### config.mk
export PLATFORM = sky130hd
export DESIGN_NAME = fwd_bypass_unit
export DESIGN_NICKNAME = d
export VERILOG_FILES = /design/src/rtl/fwd_bypass_unit_pkg.sv /design/src/rtl/fwd_port_sel.sv /design/src/rtl/fwd_bypass_unit.sv
export SDC_FILE = /design/constraint.sdc
export NUM_CORES = 1
export LEC_CHECK = 0
export ABC_AREA = 1
export CORE_MARGIN = 2
export CORE_UTILIZATION = 39
export CTS_CLUSTER_SIZE = 40
export DETAILED_ROUTE_END_ITERATION = 16
export PLACE_DENSITY = 0.79
export SLEW_MARGIN = 20
export SYNTH_ARGS = -nofsm -noshare
export SYNTH_HDL_FRONTEND = slang
export SYNTH_SLANG_ARGS = --single-unit
### constraint.sdc
create_clock -name clk_i -period 1.44 [get_ports clk_i]
set_input_delay 0.144 -clock clk_i [delete_from_list [all_inputs] [get_ports clk_i]]
set_output_delay 0.144 -clock clk_i [all_outputs]
set_load 0.01 [all_outputs]
### src/rtl/fwd_bypass_unit_pkg.sv
// rtl/fwd_bypass_unit_pkg.sv - shared select encodings and tag-entry layout for the bypass network
package fwd_bypass_unit_pkg;

  // Operand source select: 0 is the regfile, tracked stage k is encoded as k+1.
  localparam int FWD_SEL_REG = 0;

  typedef enum logic [1:0] {
    Reg_src = 2'(FWD_SEL_REG),
    EX_src  = 2'd1,
    MEM_src = 2'd2
  } fwd_src_e;

  // Tag entry {v, we, ld, rd}: rd occupies the low bits and the flags sit above it.
  localparam int TAG_RD_LSB = 0;
  localparam int TAG_FLAGS  = 3;

  function automatic int tag_w(input int reg_aw);
    return reg_aw + TAG_FLAGS;
  endfunction

  function automatic int tag_ld_bit(input int reg_aw);
    return reg_aw;
  endfunction

  function automatic int tag_we_bit(input int reg_aw);
    return reg_aw + 1;
  endfunction

  function automatic int tag_v_bit(input int reg_aw);
    return reg_aw + 2;
  endfunction

  function automatic int stage_sel(input int k);
    return k + 1;
  endfunction

endpackage

### src/rtl/fwd_port_sel.sv
// rtl/fwd_port_sel.sv - priority scan of tracked stages for one ID read port
module fwd_port_sel
  import fwd_bypass_unit_pkg::*;
#(
  parameter int DATA_W   = 32,
  parameter int REG_AW   = 5,
  parameter int DEPTH    = 3,
  parameter int LOAD_RDY = 1,
  parameter int SEL_W    = 2,
  localparam int TAG_W   = tag_w(REG_AW)
) (
  input  logic [REG_AW-1:0]       rs,
  input  logic [DATA_W-1:0]       reg_data,
  input  logic [DEPTH*DATA_W-1:0] stage_data,
  input  logic [DEPTH*TAG_W-1:0]  tags,
  output logic [DATA_W-1:0]       data,
  output logic [SEL_W-1:0]        sel,
  output logic                    hazard
);

  localparam int V_BIT  = tag_v_bit(REG_AW);
  localparam int WE_BIT = tag_we_bit(REG_AW);
  localparam int LD_BIT = tag_ld_bit(REG_AW);

  logic [TAG_W-1:0] entry;
  logic             found;

  // The first matching entry is the youngest producer; once found, older
  // matches are ignored even when that producer cannot forward yet.
  always_comb begin
    data   = reg_data;
    sel    = SEL_W'(FWD_SEL_REG);
    hazard = 1'b0;
    found  = 1'b0;
    entry  = '0;
    if (rs != '0) begin
      for (int k = 0; k < DEPTH; k++) begin
        entry = tags[k*TAG_W +: TAG_W];
        if (!found && entry[V_BIT] && entry[WE_BIT] &&
            entry[TAG_RD_LSB +: REG_AW] == rs) begin
          found = 1'b1;
          if (entry[LD_BIT] && k < LOAD_RDY) begin
            hazard = 1'b1;
          end else begin
            sel  = SEL_W'(stage_sel(k));
            data = stage_data[k*DATA_W +: DATA_W];
          end
        end
      end
    end
  end

endmodule

### src/rtl/fwd_bypass_unit.sv
// rtl/fwd_bypass_unit.sv - operand bypass network with in-flight tag tracking and load-use stall
module fwd_bypass_unit
  import fwd_bypass_unit_pkg::*;
#(
  parameter int DATA_W   = 32,
  parameter int REG_AW   = 5,
  parameter int NUM_RP   = 2,
  parameter int DEPTH    = 3,
  parameter int LOAD_RDY = 1,
  parameter int CNT_W    = 16,
  localparam int SEL_W   = $clog2(DEPTH + 1),
  localparam int TAG_W   = tag_w(REG_AW)
) (
  input  logic                     clk_i,
  input  logic                     rst_i,
  input  logic                     flush_i,
  input  logic                     perf_clr_i,
  input  logic                     id_valid_i,
  input  logic                     id_we_i,
  input  logic                     id_load_i,
  input  logic [REG_AW-1:0]        id_rd_i,
  input  logic [NUM_RP*REG_AW-1:0] id_rs_i,
  input  logic [NUM_RP*DATA_W-1:0] reg_data_i,
  input  logic [DEPTH*DATA_W-1:0]  stage_data_i,
  output logic [NUM_RP*DATA_W-1:0] data_o,
  output logic [NUM_RP*SEL_W-1:0]  sel_o,
  output logic                     stall_o,
  output logic [CNT_W-1:0]         stall_cnt_o
);

  logic [TAG_W-1:0]       tag_q [DEPTH];
  logic [DEPTH*TAG_W-1:0] tags_flat;
  logic [TAG_W-1:0]       id_tag;
  logic [NUM_RP-1:0]      port_hazard;
  logic [CNT_W-1:0]       cnt_q;

  assign id_tag = {id_valid_i, id_we_i, id_load_i, id_rd_i};

  for (genvar k = 0; k < DEPTH; k++) begin : g_flat
    assign tags_flat[k*TAG_W +: TAG_W] = tag_q[k];
  end

  // Older entries always advance; EX takes a bubble whenever ID is held or killed.
  always_ff @(posedge clk_i or posedge rst_i) begin
    if (rst_i) begin
      for (int k = 0; k < DEPTH; k++) begin
        tag_q[k] <= '0;
      end
    end else begin
      for (int k = DEPTH - 1; k > 0; k--) begin
        tag_q[k] <= tag_q[k-1];
      end
      tag_q[0] <= (stall_o || flush_i) ? '0 : id_tag;
    end
  end

  for (genvar p = 0; p < NUM_RP; p++) begin : g_port
    fwd_port_sel #(
      .DATA_W  (DATA_W),
      .REG_AW  (REG_AW),
      .DEPTH   (DEPTH),
      .LOAD_RDY(LOAD_RDY),
      .SEL_W   (SEL_W)
    ) u_sel (
      .rs        (id_rs_i[p*REG_AW +: REG_AW]),
      .reg_data  (reg_data_i[p*DATA_W +: DATA_W]),
      .stage_data(stage_data_i),
      .tags      (tags_flat),
      .data      (data_o[p*DATA_W +: DATA_W]),
      .sel       (sel_o[p*SEL_W +: SEL_W]),
      .hazard    (port_hazard[p])
    );
  end

  assign stall_o = id_valid_i & ~flush_i & (|port_hazard);

  always_ff @(posedge clk_i or posedge rst_i) begin
    if (rst_i) begin
      cnt_q <= '0;
    end else if (perf_clr_i) begin
      cnt_q <= '0;
    end else if (stall_o && !(&cnt_q)) begin
      cnt_q <= cnt_q + CNT_W'(1);
    end
  end

  assign stall_cnt_o = cnt_q;

endmodule

# After elaboration in Yosys (flattened, before gate mapping)
# Index checks and enable logic that the tools add are counted.
# word_totals
ramBits	0
output_inout_bits	85
wordCells	76
mem_count	0
latch_bits	0
rom_bits	0
input_bits	182
reg_bits	40
# op_classes
addsub	1
n_div	0
order_cmp	0
mul	0
n_mux	35
bitwise	3
shift	0
reduce_logical	27
eq_ne	6
# ops
operator	n
$mux W32	10
$mux W16	2
$eq A5 B5 Y1	6
$add A16 B1 Y16 const B	1
$logic_and A1 B1 Y1	16
$mux W2	8
$reduce_and A16 Y1	1
$mux W1	14
$reduce_bool A5 Y1	2
$mux W8	1
$logic_not A1 Y1	5
$and A1 B1 Y1	2
$reduce_bool A2 Y1	1
$reduce_or A2 Y1	1
$logic_or A1 B1 Y1	1
$not A1 Y1	1

# Longest topological paths before layout
# Gate-level depths: netlist of run 1.
# logic_depth
word_depth	16
ltp_mapped	11
ltp_nobuf	10

# By module
# A second synthesis of run 1 with hierarchy kept.
# hier_totals
cells_unflattened	1150
area_unflattened_um2	6279.8
# modules_own_cells
mod	area_per_inst_um2	instances	cells_per_inst
fwd_port_sel	2284.7	2	481
fwd_bypass_unit	1710.4	1	188

# Worst setup path before layout of run 1
# Ideal clock, no wire load.
# synth_timing
path_kind	reg-to-output
startpoint	register tag_q[20] (netlist bit)
endpoint	output data_o[0]
path_stages_with_launch	10
path_buffers	2
arrival_time_ns	1.498
slack_ns	-0.202
path_cell_list	dfrtp_1 -> inv_1 -> nand2_1 -> a21oi_2 -> nand3_4 -> buf_6 -> buf_6 -> o21ai_1 -> nand2_1 -> a21oi_1
# synth_via
elab_chain_len	16
word_cells_on_any_way	18
cone_classes	eq/ne (1); mux (8); reduce/logical (9)
# synth_rtl
item	line_no	rtl
start, declared	fwd_bypass_unit.sv:31	logic [TAG_W-1:0] tag_q [DEPTH];
start signal, assigned by index	fwd_bypass_unit.sv:51	tag_q[k] <= tag_q[k-1];
$eq A5 B5 Y1 (*)	fwd_port_sel.sv:40	entry[TAG_RD_LSB +: REG_AW] == rs) begin
$logic_and A1 B1 Y1 (*)	fwd_port_sel.sv:39	if (!found && entry[V_BIT] && entry[WE_BIT] &&
$mux W1	fwd_port_sel.sv:39	
$mux W1	fwd_port_sel.sv:36	if (rs != '0) begin
$logic_not A1 Y1	fwd_port_sel.sv:39	
$logic_and A1 B1 Y1 (3 in series)	fwd_port_sel.sv:39	
$mux W1	fwd_port_sel.sv:39	
$mux W1	fwd_port_sel.sv:36	
$logic_not A1 Y1	fwd_port_sel.sv:39	
$logic_and A1 B1 Y1 (3 in series)	fwd_port_sel.sv:39	
$mux W32 (*)	fwd_port_sel.sv:39	
$mux W32 (*)	fwd_port_sel.sv:36	
end, declared	fwd_bypass_unit.sv:25	output logic [NUM_RP*DATA_W-1:0] data_o,
# Every way passes the cells marked *; elsewhere a longest branch is shown, timed or not. The select of a mux whose other input is x is not followed.

# Final worst setup path of run 1
# layout_timing
startpoint	register tag_q[11] (netlist bit)
endpoint	output data_o[19]
# layout_via
elab_chain_len	10
word_cells_on_any_way	11
cone_classes	eq/ne (1); mux (5); reduce/logical (5)
# layout_rtl
item	line_no
$eq A5 B5 Y1 (*)	fwd_port_sel.sv:40
$logic_and A1 B1 Y1 (*)	fwd_port_sel.sv:39
$mux W1	fwd_port_sel.sv:39
$mux W1	fwd_port_sel.sv:36
$logic_not A1 Y1	fwd_port_sel.sv:39
$logic_and A1 B1 Y1 (3 in series)	fwd_port_sel.sv:39
$mux W32 (*)	fwd_port_sel.sv:39
$mux W32 (*)	fwd_port_sel.sv:36
# Marked as above.

==> run_results.csv, run 1 <==
group,metric,value,unit
sta,fin_tns_setup,-71.10,ns
floorplanning,io_pins,267,
sta,worst_slew_pin_slew,0.3633,ns
sta,holdWs,0.2124,ns
clock_network,clock_latency,0.28,ns
clock_network,cts_root_buf,"clkbuf_16",
status,outcome,"complete, but fails checks",
placed_design,dp_cells,1642,
global_route,grt_pass1_wl,44.85,mm
drt,avgRoutedWirePerCell,18.61,µm
sta,clock.fmax,0.4202,GHz
global_route,antenna_found_initial,3,
synthesis,synth.distinct_cells,29,
drt,dr.first_iter.drc_count,1067,
worst_setup_path,critPathCaptureType,"output pin",
layout,fin_cells,1723,
floorplanning,die_area,0.01593,mm²
worst_setup_path,ff2ff_setup_slack,-0.70,ns
placed_design,hpwl,19.30,mm
worst_setup_path,critPathTopFamily,"simple AND/OR/NAND/NOR gates",
global_route,grt_pass1_vias,8614,
floorplanning,start_util,0.3993,
worst_setup_path,cp_data_arrival_time,2.24,ns
drt,first_pass_iters,6,
layout,utilization,0.7772,
flow_run,maxCapViolations,0,
clock_network,cts_tree,"done",
global_route,grt.overflow.total,0,
synthesis,ys_seq_area_frac,0.1632,
sta,fin_skew,0.005334,ns
power_and_ir_drop,leakagePower,5.840,nW
clock_network,cts_htree_levels,2,
status,violations,"setup timing",
synthesis,yosys_warnings,0,
worst_setup_path,crit_type,"reg -> out",
placed_design,port_buffers,266,
placed_design,gp_congestion,0.9456,
sta,maxSlewViolCount,0,
layout,area_growth,94.63,%
clock_network,postCtsHoldBufs,0,
worst_setup_path,startpoint_type,"flop",
worst_setup_path,critPathMaxFanout,6,
worst_setup_path,worst-path-buf-inv,5,
sta,finalSetupViolCount,93,
drt,drc_errors,0,
drt,num_vias,9706,
hold_path,hold_path_class,"in -> async",
layout,fillers,1015,
drt,ant_nets,0,
layout,final_layout_size_suffix_gt1_frac,0.3503,
power_and_ir_drop,ir_drop,0.8078,mV
worst_setup_path,slowest_stage,"dfrtp_1",
sta,rsz0062_at_grt,"yes",
floorplanning,die_y,126.2,µm
synthesis,synth-seq-cells,38,
sta,fin_crit,2.380,ns
sta,finalCritPeriodShare,1.653,
sta,hold_viol,0,
placed_design,dpl_worst_slack,-1.215,ns
worst_setup_path,slowest_delay,0.40,ns
global_route,grt_start_max_net_pins,39,
synthesis,synth_nets,1348,
drt,wl,32.07,mm
worst_setup_path,cp_common_cell,"nand2_1",
synthesis,syn-cell-area,0.005826,mm²
sta,max_slew_margin,0.7559,
layout,nets,1718,
worst_setup_path,path_cells,"inv_2 > nand2_1 > nand2_1 > nor2_2 > nand2_2 > nor2_4 > buf_12 > buf_8 > buf_16 > nand3_1 > nand2_1 > nor2_1 > a21oi_2 > buf_2",
floorplanning,fp.coreArea,0.01459,mm²
floorplanning,fp-row-count,44,
power_and_ir_drop,p_per_area,380.5,mW/mm²
synthesis,avgSynthCellArea,5.001,µm²
clock_network,path_clk_slew,0.06,ns
floorplanning,die_w,126.2,µm
drt,vias_per_cell,5.633,
clock_network,clk_path_buf_depth,2,
synthesis,syn_inst,1165,
clock_network,cts_made_buffers,5,
sta,fin_ws,-0.9399,ns
worst_setup_path,critPathRequiredTime,1.30,ns
clock_network,cts.sinks,38,
global_route,grtUsageTotal,0.3465,
-- path summary, 6_finish.rpt --
kind,startpoint,end,cells past startpoint
min in group clk_i,id_rd_i[0],tag_q[16],3
worst max register to register,tag_q[19],stall_cnt_o[13],16
worst min-delay path,rst_i,stall_cnt_o[2],3
worst max-delay path,tag_q[11],data_o[19],14
worst min register to register,tag_q[14],tag_q[6],0
max in group asynchronous,rst_i,tag_q[21],3
-- sequential cells by signal, indices dropped and copies added (netlist names) --
name         count
stall_cnt_o     16
tag_q           22
-- cell type report --
| type | count | area [µm²] | share of cell area |
|---|---|---|---|
| diodes | 3 | 7.507 | 0.0006621 |
| clock buffers | 6 | 138.9 | 0.01225 |
| clock inverters | 2 | 12.51 | 0.001104 |
| inverters | 114 | 432.9 | 0.03818 |
| multi-input cells | 945 | 5154 | 0.4545 |
| flip-flops and latches | 38 | 955.9 | 0.08431 |
| well taps | 184 | 230.2 | 0.02030 |
| repair buffers | 431 | 4407 | 0.3887 |
-- placed cells by master (no fill, tap or decap), types with 4 or more instances in the layout --
cell type / n
a21oi_1: 67
a21oi_2: 64
buf_12: 29
buf_16: 8
buf_2: 58
buf_4: 91
buf_6: 28
buf_8: 11
clkbuf_16: 12
clkdlybuf4s50_1: 176
dfrtp_1: 34
dfrtp_2: 4
dlygate4sd2_1: 17
dlymetal6s2s_1: 4
inv_1: 92
inv_2: 19
nand2_1: 278
nand2_2: 47
nand2_4: 11
nand3_1: 56
nand3_2: 39
nand3_4: 5
nand4_1: 5
nor2_1: 205
nor2_2: 57
nor2_4: 24
nor3_1: 4
o21ai_0: 21
o21ai_1: 24
o21ai_2: 19
xor2_1: 11
-- worst reg2reg max path, cell delays in order, from the launching register on --
cell	delay, ns
dfrtp_1	0.40
buf_6	0.15
inv_4	0.04
nand2_4	0.06
nand2_4	0.06
nor2_4	0.13
buf_4	0.13
buf_4	0.09
buf_6	0.08
nand4_1	0.09
nand2_2	0.13
buf_4	0.13
buf_4	0.10
nand3_4	0.11
buf_6	0.17
nand3_1	0.08
nand2_1	0.07
-- routing by layer --
layer	GRT usage	part of all wire	wire length, µm
met5	0	0	0
met4	0.1545	0.070	2230
met3	0.04970	0.10	3288
met2	0.5955	0.47	15090
met1	0.4302	0.36	11460
-- where the power goes --
group | total [mW] | internal [mW] | switching, mW | leakage, nW
sequential | 1.15 | 1.11 | 0.0381 | 0.499
combinational | 2.04 | 1.02 | 1.02 | 5.27
clock | 1.12 | 0.685 | 0.438 | 0.0729
total | 4.31 | 2.82 | 1.50 | 5.84
-- per-stage QoR --
step,cell area (µm²),power [mW]
after CTS,10700,4.135
after detailed placement,9757,3.046
after global placement,9757,3.020
after floorplan,6316,1.923
final,11340,4.314
after global routing,11340,4.516
-- synth_stat cells --
master	n	area (µm²)
nor2_4	4	45.04
nand2_2	1	6.260
buf_6	5	56.30
a21oi_2	1	8.760
nand4_1	5	31.28
buf_1	3	11.26
nor3b_1	1	7.510
ha_1	1	12.51
o21ai_2	2	17.52
a21oi_1	130	650.6
clkbuf_1	31	116.4
nor3_1	4	20.02
nand2_1	336	1261
buf_2	22	110.1
o21ai_1	5	25.02
clkinv_1	1	3.750
nand3b_1	1	7.510
inv_2	10	37.54
nor2_1	278	1044
buf_4	7	52.55
o21ai_0	60	300.3
xor2_1	11	96.34
or2_2	1	6.260
dfrtp_1	38	950.9
nand3_1	96	480.5
nand3_2	2	20.02
nor2_2	4	25.02
inv_1	103	386.6
nand3_4	2	35.03
-- cell families after synthesis --
logic type,Yosys count,synth area share
AO/OA/AOI/OAI,198,0.1720
AND/OR/NAND/NOR,735,0.5131
XOR/XNOR,11,0.01654
adder cells (fa/ha/maj),1,0.002147
flip-flops,38,0.1632
buffers and inverters,182,0.1329
-- timing repair --
action / in CTS / in global routing
buffers inserted: 44 / 13
pin swaps: 42 / 63
gates cloned: 13 / 8
setup endpoints to repair: 101 / 98
resized for setup: 428 / 194
(Power assumes the default switching activity.)
==> inputs of run 2 (changes only) <==
--- a/config.mk
+++ b/config.mk
@@ -6,11 +6,10 @@
 export NUM_CORES = 1
 export LEC_CHECK = 0
 export ABC_AREA = 1
-export CORE_MARGIN = 2
-export CORE_UTILIZATION = 39
+export CORE_UTILIZATION = 47
 export CTS_CLUSTER_SIZE = 40
 export DETAILED_ROUTE_END_ITERATION = 16
-export PLACE_DENSITY = 0.79
+export PLACE_DENSITY = 0.89
 export SLEW_MARGIN = 20
 export SYNTH_ARGS = -nofsm -noshare
 export SYNTH_HDL_FRONTEND = slang
==> constraint.sdc (replaced) <==
create_clock -name clk_i -period 2.74 [get_ports clk_i]
set_input_delay 0.274 -clock clk_i [delete_from_list [all_inputs] [get_ports clk_i]]
set_output_delay 0.274 -clock clk_i [all_outputs]
set_load 0.01 [all_outputs]
==> run_results.csv, run 2 (synthesis results as in run 1) <==
group,metric,value,unit
status,outcome,"complete, no violations",
layout,regMostFlops,"tag_q",
clock_network,cts_tree,"done",
placed_design,port_buffers,266,
clock_network,postCtsHoldBufs,0,
sta,fin_crit,2.626,ns
layout,layout_commonest_cell,"nand2_1",
worst_setup_path,critPathMaxFanout,14,
clock_network,cts_htree_levels,2,
sta,hold_viol,0,
floorplanning,die_w,113.3,µm
sta,finalSetupViolCount,0,
drt,wl,23.68,mm
worst_setup_path,critPathRequiredTime,2.47,ns
layout,fin_cells,1607,
placed_design,dp_cells,1595,
sta,worst_slew_pin_slew,0.4841,ns
global_route,grt_pass1_wl,37.29,mm
power_and_ir_drop,p_per_area,232.8,mW/mm²
worst_setup_path,worst-path-buf-inv,3,
hold_path,hold_path_class,"reg -> reg",
floorplanning,die_y,113.3,µm
floorplanning,die_area,0.01284,mm²
sta,fin_skew,0.002206,ns
layout,area_growth,57.80,%
floorplanning,fp.coreArea,0.01206,mm²
drt,drc_errors,0,
global_route,grt_start_max_net_pins,85,
sta,rsz0062_at_grt,"no",
floorplanning,io_pins,267,
global_route,antenna_found_initial,1,
placed_design,gp_congestion,0.9530,
placed_design,hpwl,17.30,mm
layout,final_cell_mix,"nand2_1 (336), nor2_1 (274), clkdlybuf4s50_1 (192), a21oi_1 (128), inv_1 (103)",
global_route,grtUsageTotal,0.3597,
floorplanning,start_util,0.4830,
worst_setup_path,ff2ff_setup_slack,0.94,ns
layout,final_layout_size_suffix_gt1_frac,0.08067,
drt,vias_per_cell,5.240,
worst_setup_path,critPathTopFamily,"simple AND/OR/NAND/NOR gates",
sta,maxSlewViolCount,0,
floorplanning,fp-row-count,40,
layout,largest_register_ff_count,22,
worst_setup_path,cp_data_arrival_time,2.35,ns
worst_setup_path,startpoint_type,"flop",
global_route,grt_pass1_vias,7571,
clock_network,clk_path_buf_depth,2,
worst_setup_path,crit_type,"reg -> out",
placed_design,placed_area,0.009006,mm²
clock_network,path_clk_slew,0.06,ns
worst_setup_path,slowest_stage,"dfrtp_1",
sta,max_slew_margin,0.6773,
sta,holdWs,0.3840,ns
drt,avgRoutedWirePerCell,14.74,µm
drt,dr.first_iter.drc_count,989,
sta,finalCritPeriodShare,0.9584,
drt,first_pass_iters,6,
global_route,grt.overflow.total,0,
clock_network,cts_root_buf,"clkbuf_16",
drt,num_vias,8420,
power_and_ir_drop,leakagePower,4.987,nW
worst_setup_path,critPathCaptureType,"output pin",
flow_run,maxCapViolations,0,
clock_network,cts.sinks,38,
clock_network,clock_latency,0.28,ns
layout,final_area,0.009193,mm²
worst_setup_path,path_cells,"inv_1 > nand2_1 > nand2_1 > nor2_4 > nand3_4 > nand3_4 > bufbuf_16 > nor2_1 > nor2_2 > a21oi_1 > dlygate4sd2_1",
layout,nets,1620,
power_and_ir_drop,ir_drop,0.3514,mV
sta,clock.fmax,0.3808,GHz
worst_setup_path,slowest_delay,0.47,ns
drt,ant_nets,0,
clock_network,cts_made_buffers,5,
run 2: cell types whose count changed in the layout (fill, tap and decap cells not counted), moves of 37 or more:
| cell | previous run | this run |
|---|---|---|
| o21ai_0 | 21 | 59 |
| nand2_2 | 47 | 1 |
| nor2_2 | 57 | 6 |
| buf_2 | 58 | 0 |
| nor2_1 | 205 | 274 |
| dlygate4sd2_1 | 17 | 65 |
| a21oi_2 | 64 | 3 |
| buf_4 | 91 | 50 |
| nand2_1 | 278 | 336 |
| a21oi_1 | 67 | 128 |
| nand3_1 | 56 | 93 |
run 2: per-stage QoR:
stage,total power [mW],utilization,TNS (ns),setup WS [ns]
2_1_floorplan,0.9745,-,0,0.9675
3_3_place_gp,1.516,0.7467,-5.603,-0.1448
3_5_place_dp,1.525,0.7467,-7.331,-0.1743
4_1_cts,2.146,0.7604,0,0.0006242
5_1_grt,2.266,0.7621,0,0.005418
6_report,2.140,0.7621,0,0.1139
run 2: final cells by class:
cell class,instances,area (µm²)
clock buffers,5,125.1
fillers,1031,2869
multi-input cells,945,4150
clock inverters,3,45.04
well taps,168,210.2
diodes,1,2.502
flip-flops and latches,38,952.2
inverters,114,427.9
repair buffers,333,3279
run 2: per-layer routing:
layer  vias to the layer above  global-route usage  share of wire
li1                       4198                   -              -
met1                      3723              0.4458           0.41
met2                       418              0.6037           0.47
met3                        81             0.06963          0.083
met4                         0              0.1640          0.041
met5                         -                   0              0
run 2: final timing paths:
path / from / to / cells after the start
max in group asynchronous: rst_i / tag_q[21] / 3
min in group asynchronous: rst_i / tag_q[1] / 3
worst min register to register: tag_q[15] / tag_q[7] / 0
worst max-delay path: tag_q[19] / data_o[0] / 11
worst min-delay path: tag_q[15] / tag_q[7] / 0
worst max register to register: tag_q[19] / stall_cnt_o[6] / 11
run 2: what timing repair did:
action                                  in CTS  in global routing
resized for setup                           80                 17
endpoints found under the setup margin      68                 44
pin swaps                                    1                  3
gates cloned                                 1                  0
setup buffers                                1                  1
run 2: power by group:
part | internal, mW | total [mW] | switching [mW]
clock network | 0.429 | 0.656 | 0.228
registers | 0.583 | 0.607 | 0.0234
logic | 0.456 | 0.877 | 0.422
total | 1.47 | 2.14 | 0.673
==> inputs of run 3 (changes only) <==
--- a/config.mk
+++ b/config.mk
@@ -10,6 +10,7 @@
 export CTS_CLUSTER_SIZE = 40
 export DETAILED_ROUTE_END_ITERATION = 16
 export PLACE_DENSITY = 0.89
+export SKIP_CTS_REPAIR_TIMING = 1
 export SLEW_MARGIN = 20
 export SYNTH_ARGS = -nofsm -noshare
 export SYNTH_HDL_FRONTEND = slang
==> run_results.csv, run 3 (synthesis results as in run 1) <==
group,metric,value,unit
drt,avgRoutedWirePerCell,15.27,µm
worst_setup_path,cp_data_arrival_time,2.40,ns
hold_path,whs_path_depth,0,
sta,rsz0062_at_grt,"yes",
worst_setup_path,crit_type,"in -> out",
layout,area_growth,63.72,%
power_and_ir_drop,power_frac_comb,0.420,
sta,finalSetupViolCount,0,
flow_run,maxCapViolations,0,
clock_network,cts.sinks,38,
drt,vias_per_cell,5.304,
drt,drc_errors,0,
power_and_ir_drop,power.total,2.182,mW
layout,regArea,952.2,µm²
layout,largest_register_ff_count,22,
sta,fin_skew,0.003309,ns
sta,hold_viol,0,
sta,finalCritPeriodShare,0.9741,
drt,ant_nets,0,
drt,num_vias,8576,
clock_network,clock_latency,0.28,ns
floorplanning,fp.coreArea,0.01206,mm²
drt,wl_met2,11.44,mm
layout,multi_input_area,0.004156,mm²
power_and_ir_drop,sequentialPowerShare,0.278,
drt,wl,24.69,mm
sta,fin_ws,0.07090,ns
drt,first_pass_iters,6,
global_route,grt_start_max_net_pins,85,
clock_network,cts_htree_levels,2,
worst_setup_path,r2r_cells,11,
sta,worst_slew_pin_slew,0.4801,ns
floorplanning,start_util,0.4830,
sta,maxSlewViolCount,0,
placed_design,hpwl,17.30,mm
clock_network,cts_root_buf,"clkbuf_16",
sta,clock.fmax,0.3747,GHz
worst_setup_path,critPathCaptureType,"output pin",
worst_setup_path,critPathRequiredTime,2.47,ns
worst_setup_path,r2r-end,"stall_cnt_o[6]",
floorplanning,fp-row-count,40,
hold_path,hold_path_class,"reg -> reg",
clock_network,path_clk_slew,0.06,ns
floorplanning,die_area,0.01284,mm²
sta,max_slew_margin,0.6799,
drt,wl_met3,2.231,mm
power_and_ir_drop,leakagePower,5.525,nW
floorplanning,io_pins,267,
global_route,grtUsageTotal,0.3558,
power_and_ir_drop,p_per_area,228.8,mW/mm²
layout,fillers,949,
clock_network,clk_path_buf_depth,2,
layout,nets,1629,
clock_network,cts_tree,"done",
worst_setup_path,ff2ff_setup_slack,0.96,ns
drt,wl_met1,9.859,mm
sta,fin_crit,2.669,ns
floorplanning,die_y,113.3,µm
floorplanning,die_w,113.3,µm
global_route,grt.overflow.total,0,
global_route,antenna_found_initial,2,
layout,final_cell_mix,"nand2_1 (336), nor2_1 (273), clkdlybuf4s50_1 (193), a21oi_1 (127), inv_1 (103)",
power_and_ir_drop,power.net_switching,0.6834,mW
power_and_ir_drop,netSwitchingFraction,0.3131,
layout,layout_commonest_cell,"nand2_1",
power_and_ir_drop,ir_drop,0.3509,mV
drt,top_layer,"met4",
global_route,grt_pass1_wl,36.96,mm
global_route,grt_pass1_vias,7492,
placed_design,dpl_worst_slack,-0.1743,ns
layout,regMostFlops,"tag_q",
placed_design,port_buffers,266,
hold_path,hold_end,"tag_q[7]",
placed_design,gp_congestion,0.9530,
drt,dr.first_iter.drc_count,988,
power_and_ir_drop,p_int,1.499,mW
clock_network,cts_made_buffers,5,
status,outcome,"complete, no violations",
worst_setup_path,startpoint_type,"primary input",
worst_setup_path,critPathMaxFanout,17,
worst_setup_path,worstReg2RegStart,"tag_q[19]",
power_and_ir_drop,pwr-share-clk,0.302,
hold_path,min_from,"tag_q[15]",
layout,final_layout_size_suffix_gt1_frac,0.08777,
run 3: cell count changes in the layout (fill, tap and decap cells not counted), moves of 3 or more:
cell / before / now
buf_4: 50 / 57
dlymetal6s2s_1: 5 / 69
dlygate4sd2_1: 65 / 0
clkbuf_16: 5 / 8
run 3: final cells by class:
type	instances	area share
Sequential cell	38	0.09983
Multi-Input combinational cell	945	0.4358
Antenna cell	2	0.0005247
Clock inverter	3	0.004723
Inverter	114	0.04486
Tap cell	168	0.02204
Timing Repair Buffer	342	0.3791
Clock buffer	5	0.01312
run 3: worst max-delay path by stage:
stage	startpoint	end	slack [ns]	cells after the start
final	id_rs_i[8]	sel_o[3]	0.07	11
after floorplan	tag_q[20]	data_o[0]	0.97	9
after CTS	id_rs_i[5]	data_o[34]	-0.26	13
after global placement	id_rs_i[5]	data_o[34]	-0.14	13
after global routing	id_rs_i[8]	data_o[58]	-0.07	13
after detailed placement	id_rs_i[5]	data_o[34]	-0.17	13
run 3: worst max-delay path, cell delays in order:
cell and delay [ns]:
clkdlybuf4s50_1 0.52, inv_2 0.07, nand2_1 0.06, nand2_1 0.06, nor2_2 0.14, nand2_1 0.11
nor2_4 0.21, o21ai_4 0.11, buf_12 0.17, nor2_1 0.10, clkdlybuf4s50_1 0.56
run 3: power groups by stage:
stage               Sequential [mW]  Clock [mW]  Combinational [mW]
floorplan                     0.611           0               0.364
global route                  0.609       0.699               0.996
global placement              0.615           0               0.901
CTS                           0.606       0.668               0.918
finish                        0.606       0.658               0.917
detailed placement            0.615           0               0.909
run 3: routing by layer:
metal	GRT usage	up-vias
met3	0.06535	101
met5	0	-
met4	0.1535	0
met2	0.5955	467
met1	0.4478	3790
li1	-	4218
run 3: through the flow:
| stage | hold slack, ns | instance area [µm²] | util | setup TNS (ns) | instances |
|---|---|---|---|---|---|
| finish | 0.3837 | 9538 | 0.7908 | 0 | 1617 |
| global route | 0.3755 | 9535 | 0.7906 | -0.1063 | 1616 |
| CTS | 0.3748 | 9176 | 0.7608 | -10.22 | 1603 |
| detailed placement | 0.3637 | 9006 | 0.7467 | -7.331 | 1595 |
| global placement | 0.3568 | 9006 | 0.7467 | -5.603 | 1595 |
| floorplan | 0.3535 | 5826 | - | 0 | 1165 |
